===== src/rtl/snake_pkg.sv =====
// rtl/snake_pkg.sv - shared heading type, button indices and helpers for the snake input stage
package snake_pkg;

  typedef enum logic [1:0] {
    DIR_UP    = 2'd0,
    DIR_RIGHT = 2'd1,
    DIR_DOWN  = 2'd2,
    DIR_LEFT  = 2'd3
  } dir_t;

  localparam dir_t DIR_RESET = DIR_RIGHT;

  localparam int NUM_BTN = 5;
  localparam int BTN_U   = 0;
  localparam int BTN_R   = 1;
  localparam int BTN_D   = 2;
  localparam int BTN_L   = 3;
  localparam int BTN_C   = 4;

  function automatic dir_t dir_opposite(input dir_t d);
    return dir_t'(d ^ 2'b10);
  endfunction

endpackage


===== src/rtl/snake_debounce.sv =====
// rtl/snake_debounce.sv - one-bit 2-flop synchronizer, stability-counter debouncer and rise pulse
module snake_debounce #(
  parameter int DEBOUNCE_CYCLES = 1_000_000,
  parameter int CNT_W           = $clog2(DEBOUNCE_CYCLES + 1)
) (
  input  logic board_clk,
  input  logic reset,
  input  logic btn_i,
  output logic level_o,
  output logic rise_o
);

  localparam logic [CNT_W-1:0] CNT_LAST = CNT_W'(DEBOUNCE_CYCLES - 1);

  logic             sync1_q, sync2_q;
  logic             level_q, level_d;
  logic             prev_q;
  logic [CNT_W-1:0] cnt_q, cnt_d;

  // Flip on the cycle the counter would reach DEBOUNCE_CYCLES, so a clean edge lands 2 + N cycles later.
  always_comb begin
    level_d = level_q;
    cnt_d   = cnt_q;
    if (sync2_q == level_q) begin
      cnt_d = '0;
    end else if (cnt_q == CNT_LAST) begin
      level_d = ~level_q;
      cnt_d   = '0;
    end else begin
      cnt_d = cnt_q + CNT_W'(1);
    end
  end

  always_ff @(posedge board_clk or posedge reset) begin
    if (reset) begin
      sync1_q <= 1'b0;
      sync2_q <= 1'b0;
      level_q <= 1'b0;
      prev_q  <= 1'b0;
      cnt_q   <= '0;
    end else begin
      sync1_q <= btn_i;
      sync2_q <= sync1_q;
      level_q <= level_d;
      prev_q  <= level_q;
      cnt_q   <= cnt_d;
    end
  end

  assign level_o = level_q;
  assign rise_o  = level_q & ~prev_q;

endmodule


===== src/rtl/snake_btn_dir.sv =====
// rtl/snake_btn_dir.sv - button conditioning, tick-committed heading and pause toggle for the snake core
// SNAKE_DIR_QUEUE_EN: pending turns held in a 2-entry FIFO instead of a single last-wins slot.
module snake_btn_dir
  import snake_pkg::*;
#(
  parameter int DEBOUNCE_CYCLES = 1_000_000,
  parameter int CNT_W           = $clog2(DEBOUNCE_CYCLES + 1)
) (
  input  logic       board_clk,
  input  logic       reset,
  input  logic       btn_u,
  input  logic       btn_r,
  input  logic       btn_d,
  input  logic       btn_l,
  input  logic       btn_c,
  input  logic       game_tick,
  output logic [1:0] dir,
  output logic       pause,
  output logic [4:0] btn_db
);

  logic [NUM_BTN-1:0] raw, level, rise;

  assign raw = {btn_c, btn_l, btn_d, btn_r, btn_u};

  for (genvar i = 0; i < NUM_BTN; i++) begin : g_db
    snake_debounce #(
      .DEBOUNCE_CYCLES(DEBOUNCE_CYCLES),
      .CNT_W          (CNT_W)
    ) u_db (
      .board_clk(board_clk),
      .reset    (reset),
      .btn_i    (raw[i]),
      .level_o  (level[i]),
      .rise_o   (rise[i])
    );
  end

  dir_t press_dir;
  logic press_vld;

  always_comb begin
    press_vld = |rise[BTN_L:BTN_U];
    press_dir = DIR_UP;
    if (rise[BTN_U])      press_dir = DIR_UP;
    else if (rise[BTN_R]) press_dir = DIR_RIGHT;
    else if (rise[BTN_D]) press_dir = DIR_DOWN;
    else if (rise[BTN_L]) press_dir = DIR_LEFT;
  end

  dir_t dir_q, dir_d;
  logic pause_q, pause_d;
  dir_t ref_dir;
  dir_t commit_dir;
  logic commit;
  logic turn_ok;

  assign turn_ok = press_vld & ~pause_q &
                   (press_dir != ref_dir) & (press_dir != dir_opposite(ref_dir));

`ifdef SNAKE_DIR_QUEUE_EN
  dir_t       fifo_q [2];
  dir_t       fifo_d [2];
  logic [1:0] qcnt_q, qcnt_d;
  logic [1:0] qcnt_pop;

  // Pop happens before push, so a tick frees a slot for a press arriving in the same cycle.
  always_comb begin
    ref_dir    = (qcnt_q == 2'd0) ? dir_q : ((qcnt_q == 2'd2) ? fifo_q[1] : fifo_q[0]);
    commit     = game_tick & ~pause_q & (qcnt_q != 2'd0);
    commit_dir = fifo_q[0];
    fifo_d[0]  = commit ? fifo_q[1] : fifo_q[0];
    fifo_d[1]  = fifo_q[1];
    qcnt_pop   = qcnt_q - {1'b0, commit};
    qcnt_d     = qcnt_pop;
    if (turn_ok && qcnt_pop != 2'd2) begin
      fifo_d[qcnt_pop[0]] = press_dir;
      qcnt_d              = qcnt_pop + 2'd1;
    end
  end

  always_ff @(posedge board_clk or posedge reset) begin
    if (reset) begin
      fifo_q[0] <= DIR_UP;
      fifo_q[1] <= DIR_UP;
      qcnt_q    <= 2'd0;
    end else begin
      fifo_q[0] <= fifo_d[0];
      fifo_q[1] <= fifo_d[1];
      qcnt_q    <= qcnt_d;
    end
  end
`else
  dir_t pend_q, pend_d;
  logic pend_vld_q, pend_vld_d;

  always_comb begin
    ref_dir    = pend_vld_q ? pend_q : dir_q;
    commit     = game_tick & ~pause_q & pend_vld_q;
    commit_dir = pend_q;
    pend_d     = pend_q;
    pend_vld_d = pend_vld_q & ~commit;
    if (turn_ok) begin
      pend_d     = press_dir;
      pend_vld_d = 1'b1;
    end
  end

  always_ff @(posedge board_clk or posedge reset) begin
    if (reset) begin
      pend_q     <= DIR_UP;
      pend_vld_q <= 1'b0;
    end else begin
      pend_q     <= pend_d;
      pend_vld_q <= pend_vld_d;
    end
  end
`endif

  always_comb begin
    dir_d   = commit ? commit_dir : dir_q;
    pause_d = pause_q ^ rise[BTN_C];
  end

  always_ff @(posedge board_clk or posedge reset) begin
    if (reset) begin
      dir_q   <= DIR_RESET;
      pause_q <= 1'b0;
    end else begin
      dir_q   <= dir_d;
      pause_q <= pause_d;
    end
  end

  assign dir    = dir_q;
  assign pause  = pause_q;
  assign btn_db = level;

endmodule


===== config.mk =====
export PLATFORM = sky130hd
export DESIGN_NAME = snake_btn_dir
export DESIGN_NICKNAME = d
export VERILOG_FILES = /design/src/rtl/snake_pkg.sv /design/src/rtl/snake_debounce.sv /design/src/rtl/snake_btn_dir.sv
export SDC_FILE = /design/constraint.sdc
export NUM_CORES = 1
export LEC_CHECK = 0
export CAP_MARGIN = 20
export CORE_UTILIZATION = 38
export DETAILED_ROUTE_END_ITERATION = 12
export SYNTH_ARGS = -nofsm -noshare
export SYNTH_HDL_FRONTEND = slang
export SYNTH_SLANG_ARGS = --single-unit

===== constraint.sdc =====
create_clock -name board_clk -period 8.4 [get_ports board_clk]
set_input_delay 0.84 -clock board_clk [delete_from_list [all_inputs] [get_ports board_clk]]
set_output_delay 0.84 -clock board_clk [all_outputs]
set_load 0.005 [all_outputs]

Yosys cells after proc, flatten, opt, wreduce, memory -nomap -nowiden

Cells that the tools add are included.

Output and inout bits: 8
Register bits after elaboration: 126

Add/sub/neg operators: 5
Reduce and logical (&&, ||, !) cells: 6
Bitwise logic cells: 30
Muxes and demuxes: 16
Equality and inequality tests: 12

Operators by type and width:

| operator                | number |
|---|---|
| $mux W20                | 10 |
| $add A20 B1 Y20 const B | 5 |
| $eq A20 B20 Y1 const B  | 5 |
| $not A1 Y1              | 18 |
| $and A1 B1 Y1           | 11 |
| $mux W2                 | 5 |
| $reduce_and A2 Y1       | 5 |
| $eq A1 B1 Y1            | 5 |
| $ne A2 B2 Y1            | 2 |
| $reduce_or A4 Y1        | 1 |
| $mux W1                 | 1 |
| $xor A1 B1 Y1           | 1 |

Depth between registers and ports, before layout

Gate-level depths: netlist of run 1.

Depth after elaboration: 10
Depth in mapped cells: 7
Mapped depth without buffers: 6

Cells and area by module

Synthesis of run 1 repeated with hierarchy kept, for this count alone.

Cells, all modules: 583
Area, all modules: 6200.9 µm²

By module, submodules not included:

| module                            | area each (µm²) | cells an instance | instances |
|---|---|---|---|
| snake_debounce (g_db[0].u_db ...) | 1181.1          | 110               | 4 |
| snake_debounce (g_db[1].u_db)     | 1146.1          | 111               | 1 |
| snake_btn_dir                     | 330.3           | 32                | 1 |

Worst setup path before layout of run 1

Ideal clock, no wire load.

Kind: register -> register
Start point: register g_db[1].u_db.cnt_q[0]
End point: register g_db[1].u_db.level_q
Arrival time: 1.521 ns
Cell stages (with the launch flop): 6
Clock period less this slack: 1.645 ns
Slack: 6.755 ns
Buffers on the path: 0
Required time: 8.275 ns
Library setup time: 0.125 ns
Path through: dfrtp_1 ha_1 and4_1 nand2_1 nor4_1 mux2_2

Cells in the longest elaborated chain, start to end: 2

Ends and longest elaborated chain:

| what                               | RTL line             | RTL |
|---|---|---|
| start, declared                    | snake_debounce.sv:18 | `logic [CNT_W-1:0] cnt_q, cnt_d;` |
| start signal, assigned             | snake_debounce.sv:46 | `cnt_q <= cnt_d;` |
| $eq A20 B20 Y1                     | snake_debounce.sv:26 | `end else if (cnt_q == CNT_LAST) begin` |
| $reduce_and A2 Y1 (no source line) | --                   |  |
| end signal, assigned               | snake_debounce.sv:44 | `level_q <= level_d;` |
| end, declared                      | snake_debounce.sv:16 | `logic level_q, level_d;` |

Every way passes these cells.
A chain may end at the register's enable or synchronous reset.

Worst setup path after layout of run 1

Start point: register pause_q, in the netlist pause
End point: output port pause

RTL lines:

| what                   | RTL line             | RTL |
|---|---|---|
| start, declared        | snake_btn_dir.sv:52  | `logic pause_q, pause_d;` |
| start signal, assigned | snake_btn_dir.sv:131 | `pause_q <= pause_d;` |
| end, declared          | snake_btn_dir.sv:18  | `output logic pause,` |

No word-level cell between the ends.

==> results of run 1 <==
## logic make-up after synthesis
| kind of cell | Yosys count |
|---|---|
| buffers and inverters | 24 |
| DFF | 126 |
| AOI/OAI and AO/OA | 12 |
| and+or+nand+nor | 296 |
| muxes | 7 |
| adders and majority gates | 5 |
| xor gates and xnor gates | 96 |
## layout by cell type, fill, tap and decap left out, types with 15 or more instances in the layout
cell type        instances
dfrtp_1                125
nor2_1                 114
xor2_1                  57
xnor2_1                 39
nand3_1                 39
nand2_1                 38
nand4_1                 17
clkbuf_16               17
and3_1                  16
clkdlybuf4s50_1         15
## worst max-delay path by stage
| stage | from | end | cells after the start |
|---|---|---|---|
| global route | reset | g_db[0].u_db.cnt_q[1]$_DFF_PP0_ | 3 |
| global placement | reset | g_db[3].u_db.cnt_q[1]$_DFF_PP0_ | 3 |
| floorplan | reset | commit_dir[0]$_DFFE_PP0P_ | 1 |
| finish | pause$_DFF_PP0_ | pause | 1 |
| detailed placement | reset | g_db[3].u_db.cnt_q[12]$_DFF_PP0_ | 3 |
| CTS | pause$_DFF_PP0_ | pause | 1 |
## metal layers
layer / vias up / wire (µm)
met5: - / 0
met4: 0 / 142
met3: 10 / 333
met2: 40 / 4918
met1: 1910 / 5118
li1: 1941 / -
## flip-flops by register name, summed over array words and instances (netlist names)
register	flops
pause	1
g_db.u_db.level_o	5
g_db.u_db.prev_q	5
g_db.u_db.sync1_q	5
g_db.u_db.cnt_q	100
commit_dir	2
g_db.u_db.sync2_q	5
pend_vld_q	1
dir	2
## power by group through the flow
stage          sequential [mW]  clock (mW)  combinational (mW)
4_1_cts                  0.624       0.818              0.0372
3_5_place_dp             0.635           0              0.0369
3_3_place_gp             0.634           0              0.0355
5_1_grt                  0.625       0.849              0.0419
6_report                 0.624       0.800              0.0354
2_1_floorplan            0.633           0              0.0277
## stage by stage
stage               util, %  power, mW  cells
floorplan                 -     0.6605    566
global placement      40.76     0.6698    756
detailed placement    40.76     0.6716    756
CTS                   45.06      1.480    788
global route          45.06      1.516    788
finish                45.06      1.460    788
## layout make-up
| class | count | area share, % |
|---|---|---|
| clock buffers | 18 | 6.411 |
| clock inverters | 14 | 3.142 |
| inverters | 10 | 0.5845 |
| multi-input cells | 416 | 38.08 |
| flip-flops and latches | 126 | 46.05 |
| well taps | 188 | 3.434 |
| repair buffers | 16 | 2.301 |
==> results.txt, run 1 <==
----------------------------------------------------
[Setup path]
  Category of cells accounting for the largest share of critical-path delay ... buffers and inverters
  Reg-to-reg slack, setup ... 6.15 ns
  CP arrival ... 1.51 ns
  FF-to-FF path depth ... 6
  Critical path peak fanout ... 7
  Nature of the critical path endpoint ... primary output
  Total buffers and inverters traversed by the critical path ... 1
  Beginning of the worst register-to-register path ... g_db[1].u_db.cnt_q[0]$_DFF_PP0_
  Worst Setup Path Type ... register to primary output
  Slowest cell on crit path ... clkdlybuf4s50_1
  Data required time of the critical path ... 7.56 ns
  Series of cell instances along the critical path ... clkdlybuf4s50_1
  Largest stage delay, worst path ... 0.57 ns
  Category of the worst setup path launch point ... register
  Reg-to-reg endpoint ... g_db[1].u_db.cnt_q[8]$_DFF_PP0_

[Synthesis]
  Arithmetic-cell share of the synthesized area counting full adders, half adders and majority gates ... 1.060%
  Fraction of synthesized cell area in xor and xnor cells ... 14.24%
  Library cells used by synthesis ... 45
  Portion of netlist area occupied by mux cells ... 1.314%
  Main combinational cell family by area after synthesis ... simple AND/OR/NAND/NOR gates
  Main synth FF type ... dfrtp_1
  Combined area of all synthesized cells ... 5904 µm²
  Cell types with the largest area share after synthesis ... dfrtp_1 (53%), xor2_1 (8.5%), nor2_1 (7.2%), xnor2_1 (5.8%), nand3_1 (3.3%)
  Post-synthesis area per instance ... 10.43 µm²
  Proportion of netlist area held by the largest area contributor ... 52.98%
  Most instantiated library cell after synthesis ... dfrtp_1
  Yosys warning count ... 0
  Top cells by count, synth ... dfrtp_1 (125), nor2_1 (114), xor2_1 (57)
  EDFF count, synth ... 0
  Cell count after synthesis ... 566
  Synthesis-stage register bit count ... 126
  Fraction of the mapped netlist area in simple logic gates ... 26.32%
  Synth Net Count ... 579
  Sequential fraction of the synthesis area ... 53.42%
  Synth area leader ... dfrtp_1
  Proportion of synthesized flip-flops having asynchronous set or reset ... 100.0%
  Compound-gate portion of the synthesized area ... 1.250%

[Clocking]
  Clock Tree Root ... clkbuf_16
  Clock tree from TritonCTS ... done
  Number of buffers inserted to repair setup after CTS ... 0
  Clock latency at the later pin of the worst-skew pair ... 0.41 ns
  Hold-fix buffers at CTS ... 0
  H-tree levels ... 4
  Cts repair resizes ... 0
  CTS max path bufs ... 2
  Number of buffers created by CTS ... 17
  Clock edge transition at the registers on the reported setup and hold paths ... 0.06 ns
  Clock Sink Count ... 126

[Global route]
  Pin count of the biggest net entering global routing ... 69
  Busiest grt layer ... met2
  Wire length of the first global-routing pass ... 18.53 mm
  Antenna violations before repair ... 0
  Met3 Resource Use GR ... 4.935%
  Routing usage on met2 ... 23.17%
  Global route overflow ... 0
  Met1 GRT Util ... 18.62%
  Total GRT Usage ... 14.63%
  Via count of the first global-routing pass ... 4007

[STA]
  Min cycle time layout ... 2.347 ns
  Fmax ... 0.4260 GHz
  Share of the clock period used by the worst path after layout ... 27.94%
  Minimum setup slack in the final design ... 6.053 ns
  Setup violators final ... 0
  Worst hold margin ... 0.3504 ns
  Actual slew at the worst max-slew pin ... 0.8312 ns
  Clock skew after layout ... 0.005003 ns
  RSZ-0062 raised after global routing ... no
  Slew Limit Fails ... 0
  Worst relative slew slack ... 44.59%
  Hold violation count in the final report ... 0
  Fin Setup TNS ... 0 ns

[Routing]
  Vias per std cell ... 4.951
  DRC ... 0
  Total wire length ... 10.51 mm
  Antenna Nets Post-Route ... 0
  Routed length per instance ... 13.34 µm
  Overall via count from detail_route ... 3901
  DR iter-0 viols ... 265
  Drt first pass iters ... 4

[Placement]
  Post-DP Area ... 6196 µm²
  Number of port buffers ... 15
  Detail Placement HPWL ... 6.912 mm
  Last weighted congestion value of the routability-driven placer ... 0.7892
  Pre-CTS setup slack ... 5.624 ns

[Power and ir drop]
  Comb pwr share ... 2.4%
  Sw Share ... 20.58%
  Relative contribution of the clock network to total power ... 54.8%
  Switching power total ... 0.3004 mW
  Fraction of power consumed by sequential logic ... 42.7%
  Power Internal ... 1.159 mW
  Static leakage ... 2.969 nW
  Max IR drop VDD ... 0.1572 mV
  Ratio of total power to cell area ... 213.1 nW/µm²

[Floorplanning]
  I/O pin count ... 16
  Overall die height ... 126.7 µm
  Initial core utilization ... 38.84%
  Die boundary width ... 126.7 µm
  Total die area ... 16040 µm²
  Core Box Area ... 15200 µm²
  Cell Rows ... 45

[Job]
  Number of violations of the max-capacitance limit ... 0

[Cells and area]
  Filler cells ... 1418
  Nets ... 600
  N_diodes ... 0
  Flip-flop and latch area ... 3154 µm²
  Layout overhead on the synthesized area ... 16.02%
  Proportion of layout cells with a drive suffix above 1 ... 9.833%
  Area of the multi-input gates ... 2609 µm²
  Area of all placed cells without fillers ... 6850 µm²

[Min path]
  Hold path start ... g_db[0].u_db.sync1_q$_DFF_PP0_
  Class of the worst hold path ... register to register
  Worst Hold End ... g_db[0].u_db.sync2_q$_DFF_PP0_
  Hold depth ... 0

[Run status]
  Status ... finished, final reports clean

----------------------------------------------------
Note: power is estimated with default switching activity, not from simulation.
==> inputs of run 2 (changes only) <==
clock period = 2.2 ns   (was 8.4 ns; I/O delays follow)
==> run 2 against run 1 <==
  * Clock power rose to 3.3 times the previous value
  * Critical path depth up 5
  * Via count up 0.90%
  * Sequential power rose to 3.8 times the previous value
  * Count of clock-buffer cells in the layout up 6
  * Final area down 0.35%
  * Core utilization down 0.16 points
  * Die area unchanged
  * Clock skew about the same
  * Non-clock buffer count up 6
==> results.txt, run 2 (synthesized netlist as in run 1, its figures left out) <==
----------------------------------------------------
[Clocking]
  Number of buffers inserted to repair setup after CTS ... 0 (unchanged)
  Number of buffers created by CTS ... 17 (unchanged)
  Hold-fix buffers at CTS ... 0 (unchanged)
  Clock latency at the later pin of the worst-skew pair ... 0.41 ns (about the same)
  Clock Tree Root ... clkbuf_16 (unchanged)
  Clock tree from TritonCTS ... done (unchanged)
  H-tree levels ... 4 (unchanged)
  Cts repair resizes ... 0 (unchanged)
  CTS max path bufs ... 2 (unchanged)
  Clock edge transition at the registers on the reported setup and hold paths ... 0.06 ns (about the same)
  Clock Sink Count ... 126 (unchanged)

[STA]
  Hold violation count in the final report ... 0 (unchanged)
  Setup violators final ... 0 (unchanged)
  Worst relative slew slack ... 66.87% (was 44.59%)
  RSZ-0062 raised after global routing ... no (unchanged)
  Fin Setup TNS ... 0 ns (unchanged)
  Fmax ... 0.5090 GHz
  Actual slew at the worst max-slew pin ... 0.4943 ns (was 0.8312 ns)
  Share of the clock period used by the worst path after layout ... 89.29%
  Clock skew after layout ... 0.004815 ns (was 0.005003 ns)
  Min cycle time layout ... 1.964 ns
  Slew Limit Fails ... 0 (unchanged)

[Power and ir drop]
  Max IR drop VDD ... 0.6028 mV (was 0.1572 mV)
  Ratio of total power to cell area ... 759.2 nW/µm² (was 213.1 nW/µm²)
  Static leakage ... 2.972 nW (was 2.969 nW)

[Floorplanning]
  Die boundary width ... 126.7 µm (unchanged)
  Total die area ... 16040 µm² (unchanged)
  Overall die height ... 126.7 µm (unchanged)
  Initial core utilization ... 38.84% (unchanged)
  Cell Rows ... 45 (unchanged)
  Core Box Area ... 15200 µm² (unchanged)
  I/O pin count ... 16 (unchanged)

[Placement]
  Detail Placement HPWL ... 6.922 mm (was 6.912 mm)
  Number of port buffers ... 15 (unchanged)
  Last weighted congestion value of the routability-driven placer ... 0.8859 (was 0.7892)
  Count of placed standard cells including taps ... 762 (was 756)

[Setup path]
  Total buffers and inverters traversed by the critical path ... 1 (unchanged)
  Slowest cell on crit path ... dfrtp_1 (was clkdlybuf4s50_1)
  Reg-to-reg slack, setup ... 0.24 ns (was 6.15 ns)
  Category of cells accounting for the largest share of critical-path delay ... simple AND/OR/NAND/NOR gates (was buffers and inverters)
  Series of cell instances along the critical path ... nor4b_1, nand2_1, nor4_2, nand2b_1, buf_4, nor2_1 (was clkdlybuf4s50_1)
  Nature of the critical path endpoint ... register (was primary output)
  Category of the worst setup path launch point ... register (unchanged)
  CP arrival ... 2.26 ns (was 1.51 ns)
  Largest stage delay, worst path ... 0.42 ns (was 0.57 ns)
  Critical path peak fanout ... 13 (was 7)
  Data required time of the critical path ... 2.50 ns (was 7.56 ns)
  Worst Setup Path Type ... register to register (was register to primary output)

[Global route]
  Pin count of the biggest net entering global routing ... 60 (was 69)
  Antenna violations before repair ... 0 (unchanged)
  Total GRT Usage ... 14.59% (was 14.63%)
  Wire length of the first global-routing pass ... 18.54 mm (was 18.53 mm)
  Via count of the first global-routing pass ... 3968 (was 4007)
  Global route overflow ... 0 (unchanged)

[Routing]
  DRC ... 0 (unchanged)
  Routed length per instance ... 13.10 µm (was 13.34 µm)
  Antenna Nets Post-Route ... 0 (unchanged)
  Total wire length ... 10.39 mm (was 10.51 mm)
  Overall via count from detail_route ... 3936 (was 3901)
  DR iter-0 viols ... 178 (was 265)
  Drt first pass iters ... 5 (was 4)
  Vias per std cell ... 4.963 (was 4.951)

[Cells and area]
  Layout overhead on the synthesized area ... 15.62% (was 16.02%)
  Most frequent cells in the layout ... dfrtp_1 (125), nor2_1 (114), xor2_1 (57), xnor2_1 (39), nand3_1 (39) (unchanged)
  Proportion of layout cells with a drive suffix above 1 ... 9.752% (was 9.833%)
  Filler cells ... 1432 (was 1418)
  Flip-flop count of the largest register after layout ... 100 (unchanged)
  Commonest non-fill, non-tap cell in the layout ... dfrtp_1 (unchanged)
  N_diodes ... 0 (unchanged)
  Nets ... 606 (was 600)
  Top reg by flops ... g_db.u_db.cnt_q (unchanged)
  Non-filler cells in the finished layout ... 793 (was 788)

[Min path]
  Class of the worst hold path ... primary input to async pin (was register to register)

[Job]
  Number of violations of the max-capacitance limit ... 0 (unchanged)

[Run status]
  Status ... finished, final reports clean (unchanged)

----------------------------------------------------
run 2: cell types whose count changed in the layout (fill, tap and decap cells not counted), moves of 2 or more:
| cell | change |
|---|---|
| clkbuf_1 | +5 |
| buf_4 | +4 |
| bufinv_16 | -3 |
| clkinvlp_4 | -3 |
| buf_12 | +2 |
| clkinv_2 | +2 |
run 2: cell type report:
class,instances,area [µm²],area share (%)
flip-flops and latches,126,3154,46.21
multi-input cells,416,2609,38.21
clock buffers,24,471.7,6.910
clock inverters,7,87.58,1.283
inverters,10,41.29,0.6048
repair buffers,22,227.7,3.336
well taps,188,235.2,3.446
run 2: metal layers:
layer | wire length [µm] | track usage [%] | part of all wire (%)
met1 | 4947 | 18.60 | 48
met2 | 4811 | 22.55 | 46
met3 | 346 | 4.007 | 3.3
met4 | 281 | 8.053 | 2.7
met5 | 0 | 0 | 0
run 2: metrics by stage:
step                util [%]  power (mW)  worst slack (ns)  hold slack, ns  area, µm²
floorplan                  -       2.523            0.4275          0.2514       5908
detailed placement     41.23       2.577            0.2452          0.3347       6267
CTS                    44.91       5.271            0.2333          0.1243       6827
global placement       41.23       2.571            0.3437          0.3325       6267
global route           44.91       5.382           0.07188          0.1587       6827
finish                 44.91       5.183            0.2355          0.1363       6827
run 2: worst reg2reg max path, stage by stage (launching register included):
cell and delay [ns]:
dfrtp_1 0.42, nor4b_1 0.37, nand2_1 0.11, nor4_2 0.31
nand2b_1 0.32, buf_4 0.25, nor2_1 0.08
run 2: path summary, 6_finish.rpt:
kind | from | end | cells past startpoint
max in group asynchronous | reset | dir[0]$_DFFE_PP1P_ | 3
worst max register to register | g_db[2].u_db.cnt_q[13]$_DFF_PP0_ | g_db[2].u_db.cnt_q[11]$_DFF_PP0_ | 6
worst min-delay path | reset | g_db[1].u_db.sync1_q$_DFF_PP0_ | 2
min in group board_clk | btn_r | g_db[1].u_db.sync1_q$_DFF_PP0_ | 1
worst min register to register | g_db[0].u_db.sync1_q$_DFF_PP0_ | g_db[0].u_db.sync2_q$_DFF_PP0_ | 0
worst max-delay path | g_db[2].u_db.cnt_q[13]$_DFF_PP0_ | g_db[2].u_db.cnt_q[11]$_DFF_PP0_ | 6
run 2: power by group:
group	switching, mW	total (mW)	internal, mW
clock network	0.941	2.65	1.71
registers	0.0317	2.38	2.35
logic	0.0969	0.148	0.0507
